`src/rtl/axis_fan_out.sv`:
```
// AXI-stream fan-out: one input stream routed to one of NUM_FANOUT outputs by
// the binary index on s_axis_tuser, optionally locked per packet until tlast.
module axis_fan_out #(
  parameter int NUM_FANOUT     = 6,
  parameter int DATA_WIDTH     = 256,
  parameter int USE_AXIS_TLAST = 1,
  parameter int CNT_WIDTH      = 16
) (
  input  logic                  clk,
  input  logic                  rst_n,
  input  logic                  s_axis_tvalid,
  output logic                  s_axis_tready,
  input  logic [DATA_WIDTH-1:0] s_axis_tdata,
  input  logic                  s_axis_tlast,
  input  logic [NUM_FANOUT-1:0] s_axis_tuser,
  output logic [NUM_FANOUT-1:0] m_axis_tvalid,
  input  logic [NUM_FANOUT-1:0] m_axis_tready,
  output logic [DATA_WIDTH-1:0] m_axis_tdata,
  output logic                  m_axis_tlast,
  output logic [CNT_WIDTH-1:0]  drop_count
);

  localparam logic [NUM_FANOUT-1:0] FANOUT_LIMIT = NUM_FANOUT'(NUM_FANOUT);
  localparam bit TLAST_MODE = (USE_AXIS_TLAST != 0);

  typedef enum logic [1:0] {IDLE = 2'd0, FWD = 2'd1, DROP = 2'd2} state_t;

  state_t                  state_reg;
  logic                    out_valid_reg;
  logic [NUM_FANOUT-1:0]   out_sel_reg;
  logic [NUM_FANOUT-1:0]   lock_reg;
  logic [DATA_WIDTH-1:0]   data_reg;
  logic                    last_reg;
  logic [CNT_WIDTH-1:0]    drop_count_reg;

  logic [NUM_FANOUT-1:0]   dest;
  logic [NUM_FANOUT-1:0]   dest_onehot;
  logic                    dest_valid;
  logic                    accept;
  logic                    route;
  logic                    drop_new;
  logic                    out_handshake;

  // Mid-packet beats follow the locked channel; tuser is only looked at in IDLE.
  assign dest       = (state_reg == FWD) ? lock_reg : s_axis_tuser;
  assign dest_valid = (dest < FANOUT_LIMIT);

  generate
    for (genvar gi = 0; gi < NUM_FANOUT; gi++) begin : g_onehot
      assign dest_onehot[gi] = (dest == NUM_FANOUT'(gi));
    end
  endgenerate

  assign out_handshake = out_valid_reg & |(out_sel_reg & m_axis_tready);
  assign s_axis_tready = (state_reg == DROP) | ~out_valid_reg | |(out_sel_reg & m_axis_tready);
  assign accept        = s_axis_tvalid & s_axis_tready;
  assign route         = accept & (state_reg != DROP) & dest_valid;
  // Only the first beat of a bad packet is counted; the rest are swallowed in DROP.
  assign drop_new      = accept & (state_reg == IDLE) & ~dest_valid;

  always_ff @(posedge clk or negedge rst_n) begin
    if (!rst_n) begin
      state_reg      <= IDLE;
      lock_reg       <= '0;
      out_valid_reg  <= 1'b0;
      out_sel_reg    <= '0;
      data_reg       <= '0;
      last_reg       <= 1'b0;
      drop_count_reg <= '0;
    end else begin
      if (accept && TLAST_MODE) begin
        case (state_reg)
          IDLE: begin
            if (!s_axis_tlast) begin
              state_reg <= dest_valid ? FWD : DROP;
              lock_reg  <= s_axis_tuser;
            end
          end
          FWD, DROP: begin
            if (s_axis_tlast) state_reg <= IDLE;
          end
          default: state_reg <= IDLE;
        endcase
      end

      if (route) begin
        out_valid_reg <= 1'b1;
        out_sel_reg   <= dest_onehot;
        data_reg      <= s_axis_tdata;
        last_reg      <= s_axis_tlast & TLAST_MODE;
      end else if (out_handshake) begin
        out_valid_reg <= 1'b0;
      end

      if (drop_new && (drop_count_reg != '1)) begin
        drop_count_reg <= drop_count_reg + CNT_WIDTH'(1);
      end
    end
  end

  assign m_axis_tvalid = out_valid_reg ? out_sel_reg : '0;
  assign m_axis_tdata  = data_reg;
  assign m_axis_tlast  = last_reg;
  assign drop_count    = drop_count_reg;

endmodule
```
`config.mk`:
```
export PLATFORM = sky130hd
export DESIGN_NAME = axis_fan_out
export DESIGN_NICKNAME = d
export VERILOG_FILES = /design/src/rtl/axis_fan_out.sv
export SDC_FILE = /design/constraint.sdc
export NUM_CORES = 1
export LEC_CHECK = 0
export CORE_AREA = 8 8 206 208
export CTS_CLUSTER_SIZE = 10
export DETAILED_ROUTE_END_ITERATION = 7
export DIE_AREA = 0 0 214 216
export GPL_ROUTABILITY_DRIVEN = 1
export PLACE_DENSITY = 0.69
export SLEW_MARGIN = 15
export SYNTH_ARGS = -nofsm -noshare
export SYNTH_HDL_FRONTEND = slang
export SYNTH_SLANG_ARGS = --single-unit
export TNS_END_PERCENT = 30
```
`constraint.sdc`:
```
create_clock -name clk -period 2.49 [get_ports clk]
set_clock_uncertainty 0.05 [all_clocks]
set_input_delay 0.3735 -clock clk [delete_from_list [all_inputs] [get_ports clk]]
set_output_delay 0.3735 -clock clk [all_outputs]
set_load 0.01 [all_outputs]
```
==> results.md <==
- Crit share post-route: 94.5%
- GRT Residual Overflow: 0
- Setup ws final: 0.137 ns
- H-tree Lvls: 2
- CP peak stage delay: 0.43 ns
- Drt pass-1 iters: 7
- Worst-Margin Slew: 0.471 ns
- Initial Utilization: 29.3%
- I/O Pins: 552
- Crit path kind: reg -> out
- Slew HR: 68.6%
- Place WS: -0.0664 ns
- Synth Register Bits: 288
- Placed cell count: 2,323
- Max Fclk: 425 MHz
- Lkg Pwr: 9.19 nW
- Worst path required time: 2.07 ns
- CP cell instances: ha_2 > a21o_1 > or4_4 > buf_2
- Longest Clk Path Bufs: 3
- Status: complete, no violations
- Largest net degree at the start of global routing: 56
- Routed vias: 10,500
- Num CTS Buffers: 36
- CTS tree: built
- Hold Path Class: in -> async
- Syn Std Cell Area: 11,500 um2
- DR DRC count: 0
- Fin cells: 2,379
- Die width: 214 um
- Vias in the first global route: 11,000
- WL final: 41.4 mm
- Slew Limit Fails: 0
- Pwr/cell area: 1070 nW/um2
- Critical Path Fanout Max: 4
- Fin crit period: 2.35 ns
- Setup Viol. Count Final: 0
- Clock sink count: 288
- Setup crit start kind: flip-flop
- Port Buf Inserts: 551
- CP max-delay cell: or4_4
- Ys flop type: dfrtp_1
- CP arrival: 1.93 ns
- Layout area overhead: 65.6%
- Synth cell types: 46
- Final count of hold timing violations: 0
- Setup TNS: 0 ns
- Post-synth EDFFs: 0
- Drt wl/cell: 17.4 um
- Synthesis Warnings: 0
- # Max-Cap Violations: 0
- WHS: 0.306 ns
- Peak supply drop: 579 uV
- FP Rows: 73
- First-pass GRT wire length: 64.7 mm
- Async S/R FF share, synth: 100%
- Nets: 2,117
- Tot GR Track Use: 17.5%
- Worst-Skew Late Latency: 0.53 ns
- Post-Synthesis Cells: 1,245
- Largest register FFs: 256
- CP Capture Type: output pin
- CTS clk-pin slew, worst paths: 0.05 ns
- Number of DRC markers in iteration 0: 654
- Initial antenna violation count: 2
- Syn nets: 1,521
- Sequential fraction of the synthesis area: 62.8%
- Crit-path leading delay family: simple AND/OR/NAND/NOR gates
- Placed cell area: 17,900 um2
- Placer's final routability congestion estimate: 0.862
- Vias/cell: 4.40
- DRT antenna net count: 0
- Share of layout cells above drive strength 1: 7.12%
- Crit path buf inv count: 1
- RSZ-0062 raised after global routing: no
- Die area: 46,200 um2
- Die Span Y: 216 um
- Core ar.: 39,200 um2
- Syn_area_per_cell: 9.21 um2
- Design area: 19,000 um2
- Clk Tree Root Cell: clkbuf_16
- Detailed placement HPWL: 32.0 mm
## cell families (layout without fill, tap and decap cells)
kind of cell	after synthesis	count (layout)	synth area share (%)
simple gates	838	838	28.6
buf+inv	68	676	4.27
fa+ha+maj	4	4	0.436
other cells	0	1	0
xor+xnor	15	15	1.15
mux	9	9	0.873
compound gates	23	23	1.82
flops	288	288	62.8
## layer usage
metal	vias to the layer above	part of all wire, %	global-route usage (%)
met2	421	50	30.0
met3	76	7.8	5.76
li1	5010	-	-
met5	-	0.019	0
met4	2	2.8	5.59
met1	4969	39	20.6
## what timing repair did
item / 4_1_cts / 5_1_grt
resized for setup: 5 / 2
hold endpoints to repair: 46 / 0
setup endpoints to repair: 1 / 43
hold buffers: 1 / 0
setup buffers: 0 / 4
## layout by cell type (no fill, tap or decap), types with 2 or more instances in the layout
master           Yosys  routed
nor2_1              13      13
o21ai_0              4       4
clkdlybuf4s50_1      0     549
mux2_2               8       8
xnor2_1              4       4
a22o_1               2       2
buf_4                1      45
clkbuf_8             0       3
dfrtp_1            288     288
nand3_1              4       4
ha_1                 4       2
buf_12               0      21
nand3b_1             2       2
nor3_1               4       4
inv_1                8       8
ha_2                 0       2
nand2_1            788     788
a21o_1               2       2
clkbuf_1            23       6
nor4_1               2       2
clkinvlp_4           0       2
a22oi_1              2       2
inv_6                0       2
and2_1               9       9
xor2_1              11      11
o31ai_1              2       2
clkbuf_16            0      37
nand4_1              5       5
## metrics by stage
step | utilization, % | power (mW)
2_1_floorplan | - | 10.5
3_3_place_gp | 45.7 | 15.7
3_5_place_dp | 45.7 | 15.9
4_1_cts | 48.4 | 20.7
5_1_grt | 48.5 | 21.7
6_report | 48.5 | 20.4
## worst reg2reg max path, delay by kind of cell (launching register included)
kind	cells	cell delay (ns)
adder cells (fa/ha/maj)	1	0.24
AO/OA/AOI/OAI	2	0.39
flip-flops	1	0.42
buffers and inverters	2	0.29
AND/OR/NAND/NOR	3	0.86
## synthesized netlist by cell type (2+ instances only)
cell | number | area, um2
clkbuf_1 | 23 | 86.3
xnor2_1 | 4 | 35.0
nor3_1 | 4 | 20.0
o21ai_0 | 4 | 20.0
a22oi_1 | 2 | 15.0
or3_1 | 2 | 12.5
nand3_1 | 4 | 20.0
inv_1 | 8 | 30.0
or4_1 | 2 | 15.0
nand2_1 | 788 | 2960
nor2_1 | 13 | 48.8
and2_1 | 9 | 56.3
buf_8 | 2 | 30.0
nor4_1 | 2 | 12.5
nand3b_1 | 2 | 15.0
a22o_1 | 2 | 17.5
ha_1 | 4 | 50.1
buf_1 | 3 | 11.3
dfrtp_1 | 288 | 7210
o31ai_1 | 2 | 15.0
nand4_1 | 5 | 31.3
xor2_1 | 11 | 96.3
a21o_1 | 2 | 15.0
mux2_2 | 8 | 90.1
buf_2 | 4 | 20.0
buf_6 | 27 | 304
## where the power goes
part | internal [mW] | switching [mW]
clock network | 2.76 | 1.91
registers | 6.59 | 1.10
logic | 4.49 | 3.54
## path summary, 6_finish.rpt
check | from | end | slack [ns] | cells past startpoint
hold / removal | rst_n | m_axis_tdata[219]$_DFFE_PN0P_ | 0.31 | 2
hold reg to reg | m_axis_tdata[211]$_DFFE_PN0P_ | m_axis_tdata[211]$_DFFE_PN0P_ | 0.42 | 2
max in group asynchronous | rst_n | lock_reg[5]$_DFFE_PN0P_ | 1.38 | 3
setup reg to reg | state_reg[1]$_DFFE_PN0P_ | out_sel_reg[2]$_DFFE_PN0P_ | 0.14 | 8
min in group clk | s_axis_tdata[225] | m_axis_tdata[225]$_DFFE_PN0P_ | 0.32 | 3
setup / recovery | state_reg[1]$_DFFE_PN0P_ | s_axis_tready | 0.14 | 4
## area by class of cell
cell class,count,area (um2)
Fill cell,3562,20200
Multi-Input combinational cell,889,3790
Timing Repair Buffer,618,6280
Tap cell,525,657
Inverter,8,30.0
Clock buffer,46,990
Clock inverter,4,32.5
Sequential cell,288,7210
Antenna cell,1,2.50
Note: power is estimated with default switching activity, not from simulation.
